$ cat src/rtl/imem_responder.sv
// imem_responder: serves a 64-bit big-endian fetch window from a 32-bit word
// array read one word per cycle, with a byte-wide load port for boot/sim fill.
module imem_responder #(
  parameter int DEPTH_WORDS = 16,
  parameter int ADDR_W      = 25
) (
  input  logic              clk,
  input  logic              reset,
  input  logic              fetch_req_i,
  input  logic [ADDR_W-1:0] fetch_addr_i,
  output logic              fetch_ready_o,
  output logic              fetch_valid_o,
  output logic [63:0]       fetch_data_o,
  output logic [ADDR_W-1:0] fetch_addr_o,
  input  logic              load_we_i,
  input  logic [ADDR_W-1:0] load_addr_i,
  input  logic [7:0]        load_data_i
);
  localparam int CAP_W  = $clog2(4*DEPTH_WORDS);
  localparam int WIDX_W = CAP_W - 2;

  typedef enum logic [1:0] {S_IDLE, S_FETCH, S_RESP} state_t;

  state_t              r_state, w_next;
  logic [31:0]         r_mem [DEPTH_WORDS];
  logic [WIDX_W-1:0]   r_w0;
  logic [1:0]          r_off;
  logic [1:0]          r_beat;
  logic [ADDR_W-1:0]   r_a;
  logic [63:0]         r_sh;        // previously read words; current word joins combinationally
  logic                r_valid;
  logic [63:0]         r_data;
  logic [ADDR_W-1:0]   r_addr;

  logic [WIDX_W-1:0]   w_rd_idx;
  logic [31:0]         w_rd;
  logic                w_last;
  logic [95:0]         w_asm;
  logic [6:0]          w_base;
  logic [63:0]         w_win;
  logic [WIDX_W-1:0]   w_ld_idx;
  logic [4:0]          w_ld_bit;
  logic                w_unused;

  // upper load-address bits wrap away; kept only to make that explicit
  assign w_unused = ^load_addr_i[ADDR_W-1:CAP_W];

  assign fetch_ready_o = (r_state == S_IDLE) && !reset;
  assign fetch_valid_o = r_valid;
  assign fetch_data_o  = r_data;
  assign fetch_addr_o  = r_addr;

  // read port: the word for the current beat, wrapping around the array
  assign w_rd_idx = r_w0 + WIDX_W'(r_beat);
  assign w_rd     = r_mem[w_rd_idx];
  // aligned fetches need 2 beats, unaligned need 3
  assign w_last   = (r_off == 2'd0) ? (r_beat == 2'd1) : (r_beat == 2'd2);
  // assembled words, oldest first; for 2 beats only the low 64 bits are meaningful
  assign w_asm    = {r_sh, w_rd};
  assign w_base   = (r_off == 2'd0) ? 7'd0 : 7'd32 - {2'b00, r_off, 3'b000};
  assign w_win    = 64'(w_asm >> w_base);

  // byte lane 0 is the most significant byte of the word
  assign w_ld_idx = load_addr_i[CAP_W-1:2];
  assign w_ld_bit = {~load_addr_i[1:0], 3'b000};

  // state register
  always_ff @(posedge clk) begin
    if (reset) r_state <= S_IDLE;
    else       r_state <= w_next;
  end

  // next-state logic
  always_comb begin
    w_next = r_state;
    case (r_state)
      S_IDLE:  if (fetch_req_i) w_next = S_FETCH;
      S_FETCH: if (w_last)      w_next = S_RESP;
      S_RESP:                   w_next = S_IDLE;
      default:                  w_next = S_IDLE;
    endcase
  end

  // fetch datapath: latch request, gather words, register the window
  always_ff @(posedge clk) begin
    if (reset) begin
      r_valid <= 1'b0;
      r_data  <= '0;
      r_addr  <= '0;
      r_beat  <= '0;
      r_w0    <= '0;
      r_off   <= '0;
      r_a     <= '0;
      r_sh    <= '0;
    end else begin
      r_valid <= 1'b0;
      case (r_state)
        S_IDLE: if (fetch_req_i) begin
          r_w0   <= fetch_addr_i[CAP_W-1:2];
          r_off  <= fetch_addr_i[1:0];
          r_a    <= fetch_addr_i;
          r_beat <= '0;
        end
        S_FETCH: begin
          r_sh   <= {r_sh[31:0], w_rd};
          r_beat <= r_beat + 2'd1;
          if (w_last) begin
            r_data  <= w_win;
            r_addr  <= r_a;
            r_valid <= 1'b1;
          end
        end
        default: ;
      endcase
    end
  end

  // load port: independent of the FSM and of reset; reads see old data same cycle
  always_ff @(posedge clk) begin
    if (load_we_i) r_mem[w_ld_idx][w_ld_bit +: 8] <= load_data_i;
  end
endmodule

$ cat config.mk
export PLATFORM = sky130hd
export DESIGN_NAME = imem_responder
export DESIGN_NICKNAME = d
export VERILOG_FILES = /design/src/rtl/imem_responder.sv
export SDC_FILE = /design/constraint.sdc
export NUM_CORES = 1
export LEC_CHECK = 0
export BUFFER_PORTS_ARGS = -buffer_cell sky130_fd_sc_hd__buf_4
export CAP_MARGIN = 20
export CORE_ASPECT_RATIO = 2
export CORE_MARGIN = 2
export CORE_UTILIZATION = 63
export CTS_BUF_LIST = sky130_fd_sc_hd__clkbuf_4 sky130_fd_sc_hd__clkbuf_8
export DETAILED_ROUTE_END_ITERATION = 7
export PLACE_DENSITY = 0.94
export SYNTH_ARGS = -nofsm -noshare
export SYNTH_HDL_FRONTEND = slang
export SYNTH_SLANG_ARGS = --single-unit
$ cat constraint.sdc
create_clock -name clk -period 4 [get_ports clk]
set_clock_uncertainty 0.1 [all_clocks]
set_input_delay 0.4 -clock clk [delete_from_list [all_inputs] [get_ports clk]]
set_output_delay 0.4 -clock clk [all_outputs]
set_load 0.1 [all_outputs]
# Word level (Yosys, flattened, before mapping)
# Memories as Yosys holds them, arrays and structs flattened.
# Index checks and enable logic that the tools add are counted.
[op_classes]
n_reduce_logical = 10
n_addsub = 4
n_eq_ne = 5
n_mux = 10
shift = 3
n_bitwise = 2
[ops]
columns = ["cell", "n"]
rows = [
  ["96-bit by 7-bit right shift with 64-bit output", 1],
  ["32-bit 2-to-1 mux", 1],
  ["8-bit by 7-bit variable shift with 32-bit output (first input constant)", 1],
  ["8-bit by 7-bit variable part select with 32-bit output", 1],
  ["2-bit one-hot mux with 2 select lines", 2],
  ["2-bit AND reduction", 4],
  ["7-bit 2-to-1 mux", 1],
  ["5-bit negation with 7-bit output", 1],
  ["6-bit by 5-bit subtractor with 7-bit output (first input constant)", 1],
  ["2-bit 2-to-1 mux", 3],
  ["4-bit by 2-bit adder with 4-bit output", 1],
  ["2-bit by 1-bit equality test with 1-bit output (second input constant)", 2],
  ["2-bit zero test", 2],
  ["2-bit inequality test (second input constant)", 2],
  ["1-bit 2-to-1 mux", 3],
  ["2-bit by 1-bit adder with 2-bit output (second input constant)", 1],
  ["2-bit equality test (second input constant)", 1],
  ["2-bit inverter", 1],
  ["2-bit nonzero test", 1],
  ["2-bit OR reduction", 1],
  ["1-bit logical AND", 1],
  ["1-bit zero test", 1],
  ["1-bit inverter", 1],
]
[totals]
output_inout_bits = 91
register_bits = 189
ramBits = 512
word_cells = 44
memories = 1
inputBits = 62
[mem_list]
columns = ["name", "depth", "width", "read_ports", "rd_ports_with_merged_regs", "write_ports", "line", "source"]
rows = [
  ["r_mem", 16, 32, 1, 0, 1, "25", "logic [31:0] r_mem [DEPTH_WORDS];"],
]

# Depth between registers and ports, before layout
[depth]
word_depth = 4
depth_mapped = 13
mapped_depth_nobuf = 8

# Least setup slack after synthesis
# No wires, ideal clock.
[synth_timing]
kind = "input-to-output"
startpoint = "input port reset"
endpoint = "output port fetch_ready_o"
slack_ns = 0.476
arrival_ns = 3.024
n_path_buf = 3
path_stages = 4
required_ns = 3.500
path_cell_list = "clkbuf_1 > clkbuf_1 > clkbuf_1 > nor3_1"
[synth_between]
elab_chain_cells = 2
[synth_lines]
columns = ["element", "line", "source"]
rows = [
  ["from (decl)", "8", "input logic reset,"],
  ["1-bit zero test", "48", "assign fetch_ready_o = (r_state == S_IDLE) && !reset;"],
  ["1-bit logical AND", "48", ""],
  ["to (decl)", "11", "output logic fetch_ready_o,"],
]
# No other way between the ends.

# Worst setup path after layout
[layout_timing]
startpoint = "register r_beat[0]"
endpoint = "register r_data[6], in the netlist fetch_data_o[6]"
[layout_between]
elab_chain_cells = 3
word_cells_on_any_way = 7
cone_classes = "add/sub: 1; eq/ne: 2; shift: 1; mux: 1; reduce/logical: 1; memory: 1"
[layout_lines]
columns = ["element", "line", "source"]
rows = [
  ["from (decl)", "28", "logic [1:0] r_beat;"],
  ["from (signal assigned)", "106", "r_beat <= r_beat + 2'd1;"],
  ["4-bit by 2-bit adder with 4-bit output, or another cell as far along", "54", "assign w_rd_idx = r_w0 + WIDX_W'(r_beat);"],
  ["memory 16 x 32 bit / 1-bit 2-to-1 mux (equally long branches)", "-", ""],
  ["96-bit by 7-bit right shift with 64-bit output / 2-bit AND reduction (equally long branches)", "-", ""],
  ["to (signal assigned)", "108", "r_data <= w_win;"],
  ["to (decl)", "32", "logic [63:0] r_data;"],
]
# Parallel ways exist; a longest one is shown, timed or not.
# A chain may end at the register's enable or synchronous reset.

==> out/qor.csv <==
stage;metric;value;unit
outcome;status;finished, final reports clean;
die;core area;45830;um^2
synthesis;Post-Synthesis Net Count;2197;
routing;residual DRC count;0;
worst_setup_path;Crit Path Class;flip-flop to flip-flop;
placement;HPWL after DPL;55950;um
die;row cnt;111;
layout;fin nets;2369;
routing;vias;20340;
placement;# port buffers;133;
synthesis;FF+latch count, synth;687;
synthesis;FFs w/ async S/R, synth;0;%
global_route;first-pass GRT wire length;124700;um
worst_hold_path;worst hold path class;input port to flip-flop;
clock_network;clk slew on worst S/H paths;0.07;ns
power;Int Pwr;10770;uW
layout;Layout Utilization;71.83;%
timing;PnR worst setup slack;0.1211;ns
worst_setup_path;Startpoint Class;flip-flop;
power;Clk pwr share;34.5;%
synthesis;EDFF count, synth;512;
placement;placed inst area;30940;um^2
placement;Setup WS pre-CTS;0.2317;ns
worst_setup_path;worst setup path end;fetch_data_o[6]$_SDFFE_PP0P_;
die;initial core utilization;63.80;%
clock_network;CTS Root Cell;clkbuf_8;
routing;Vias/cell;6.936;
timing;Slew HR;17.35;%
synthesis;Most used DFF post-synth;edfxtp_1;
routing;Routed WL;86450;um
power;Seq pwr share;54.0;%
die;Die Y;308.7;um
synthesis;Synth Area in Compound Gates;6.645;%
worst_setup_path;FF-to-FF path depth;9;
synthesis;distinct cell type count after synthesis;61;
synthesis;Synth top cells by count;512 x edfxtp_1, 399 x nand2_1, 180 x a21oi_1;
layout;synth-to-layout area growth;12.59;%
synthesis;Mapped Avg Cell Area;13.75;um^2
power;switch share;25.75;%
power;leak pwr;0.009939;uW
job;MaxCap Viol Count;0;
power;Max VDD drop;0.2566;mV
routing;WL/cell;29.49;um
timing;Worst-Margin Slew;1.235;ns
power;power density cells;440.8;nW/um^2
synthesis;top cell type's share of synthesized area;52.58;%
global_route;all-layer global routing usage;35.86;%
routing;Iter 0 DRT Violations;3189;
synthesis;Post-Synthesis Cells;2126;
clock_network;H-tree levels;3;
worst_setup_path;Reg2Reg Setup Slack;0.12;ns
worst_setup_path;R2R Path Start;r_beat[0]$_SDFFE_PP0P_;
worst_setup_path;crit path max fanout;44;
clock_network;CTS Buffer Depth;3;
timing;Final setup viols;0;
synthesis;Post-Synth Simple-Gate Area;10.77;%
layout;Final Cell Area;32920;um^2
synthesis;most common cell in the netlist;edfxtp_1;
global_route;largest net degree at the start of global routing;96;
synthesis;Post-Synth Adder-Cell Area;0.4108;%
synthesis;Mapped Area;29240;um^2
synthesis;sequential area share after synthesis;64.56;%
worst_setup_path;worst setup path startpoint;r_beat[0]$_SDFFE_PP0P_;
synthesis;multiplexer area fraction after synthesis;15.05;%
synthesis;XOR/XNOR share of the synthesized area;0.08558;%
clock_network;Worst-Skew Late Latency;0.72;ns
global_route;grt ovf;0;
timing;hold_ws;0.07978;ns
timing;Setup TNS Final;0;ns
power;P_sw;3737;uW
timing;RSZ-0062 raised after global routing;false;
clock_network;CTS tree;done;
layout;Fillers;2578;
worst_setup_path;Worst EP arrival;4.31;ns
timing;Final Max Tran Viols;0;
worst_hold_path;WHS Path Cells;3;
die;IO Count;153;
synthesis;Synth area leader;edfxtp_1;
synthesis;synth warn;0;
placement;routability cong.;0.9574;
synthesis;combinational family with the most area after synthesis;multiplexers;
power;combinational power share;11.5;%
timing;endpoints failing hold;0;
timing;fin crit period;3.879;ns
clock_network;clock sinks;687;
layout;layout cells sized above 1;22.75;%
worst_setup_path;Worst Path Required;4.43;ns
clock_network;total CTS buffers;84;
die;Die Width;156.3;um
synthesis;most area-consuming cells after synthesis;edfxtp_1 53%, dfxtp_1 12%, mux4_2 11%;
die;die area;48260;um^2
global_route;vias in the first global route;20250;
global_route;initial antenna violation count;5;
worst_setup_path;crit path capture type;flip-flop;
routing;DR pass1 iterations;7;
worst_setup_path;reg-to-reg critical path endpoint;fetch_data_o[6]$_SDFFE_PP0P_;
timing;period utilisation layout;96.97;%
timing;fmax;257.8;MHz
routing;Final ANT Viol Nets;0;
==> registers in the layout (all words and copies together), names as in the netlist <==
name	cells
r_sh	56
r_w0	3
fetch_data_o	64
r_mem	512
r_a	21
r_off	1
fetch_valid_o	1
fetch_addr_o	25
r_beat	2
r_state	2
==> placed cells by master (no fill, tap or decap), types with 8 or more instances in the layout <==
| master | count |
|---|---|
| nor2b_1 | 13 |
| dlygate4sd3_1 | 25 |
| nor3_1 | 28 |
| a211oi_1 | 8 |
| clkinv_2 | 17 |
| and2_1 | 43 |
| clkbuf_8 | 91 |
| clkinv_1 | 21 |
| a221oi_1 | 8 |
| nand2_1 | 399 |
| buf_4 | 196 |
| mux4_2 | 144 |
| o211ai_1 | 20 |
| nand4_1 | 8 |
| mux2i_1 | 74 |
| buf_12 | 8 |
| edfxtp_1 | 512 |
| nand3b_1 | 11 |
| mux2_2 | 33 |
| dfxtp_1 | 174 |
| nor3b_1 | 22 |
| nand3_1 | 56 |
| clkbuf_4 | 18 |
| a311oi_1 | 8 |
| o311ai_0 | 8 |
| a21oi_1 | 178 |
| nor2_1 | 114 |
==> cell families after synthesis <==
| family | Yosys count |
|---|---|
| compound gates | 305 |
| xor+xnor | 2 |
| fa+ha+maj | 9 |
| buf+inv | 151 |
| flops | 687 |
| mux | 254 |
| simple gates | 718 |
==> worst min-delay path by stage <==
stage / startpoint / endpoint / slack, ns
2_1_floorplan: r_a[10]$_SDFFE_PP0P_ / fetch_addr_o[10]$_SDFFE_PP0P_ / 0.33
3_3_place_gp: r_a[15]$_SDFFE_PP0P_ / fetch_addr_o[15]$_SDFFE_PP0P_ / 0.34
3_5_place_dp: r_a[13]$_SDFFE_PP0P_ / fetch_addr_o[13]$_SDFFE_PP0P_ / 0.34
4_1_cts: reset / r_state[1]$_SDFFE_PP0P_ / 0.05
5_1_grt: reset / r_state[1]$_SDFFE_PP0P_ / 0.06
6_report: reset / r_state[1]$_SDFFE_PP0P_ / 0.08
==> area by class of cell <==
class,count,area (um^2),area share [%]
clock buffers,108,1374,4.173
diodes,2,5.005,0.01520
well taps,565,706.9,2.147
flip-flops and latches,687,18880,57.35
multi-input cells,1288,9736,29.57
inverters,6,22.52,0.06841
repair buffers,231,1907,5.792
clock inverters,45,291.5,0.8855
==> worst max-delay path, cell delays in order (launching register included) <==
cell and delay, ns:
dfxtp_1 0.37, ha_4 0.19, fa_4 0.96, buf_12 0.27
buf_12 0.29, mux4_2 0.41, nand2_1 0.10, nand3_1 0.12
a21oi_2 0.56, o221ai_1 0.26
==> per-layer routing <==
| layer | vias to the layer above | part of all wire, % | GRT usage (%) | wire length (um) |
|---|---|---|---|---|
| li1 | 8361 | - | - | - |
| met1 | 9771 | 29 | 36.60 | 25170 |
| met2 | 1698 | 49 | 59.60 | 42410 |
| met3 | 501 | 11 | 10.89 | 9873 |
| met4 | 6 | 10 | 30.28 | 8968 |
| met5 | - | 0.043 | 0 | 37 |
==> power by group through the flow <==
stage | clock network, uW | registers, uW | logic [uW]
finish | 5010 | 7830 | 1670
floorplan | 0 | 8090 | 970
CTS | 4990 | 7830 | 1600
detailed placement | 0 | 7980 | 1560
global route | 5250 | 7840 | 1740
global placement | 0 | 7970 | 1510
==> timing repair <==
action,in CTS,in global routing
gates resized for setup,0,1
setup buffers,0,0
hold buffers,25,0
endpoints found under the setup margin,0,1
endpoints found under the hold margin,25,0
==> per-stage QoR <==
stage                     instances  total power [uW]
after floorplan                2126              9055
after global placement         2748              9479
after detailed placement       2748              9547
after CTS                      2926             14410
after global routing           2932             14830
final                          2932             14510
Power figures use the tool's default switching activity.
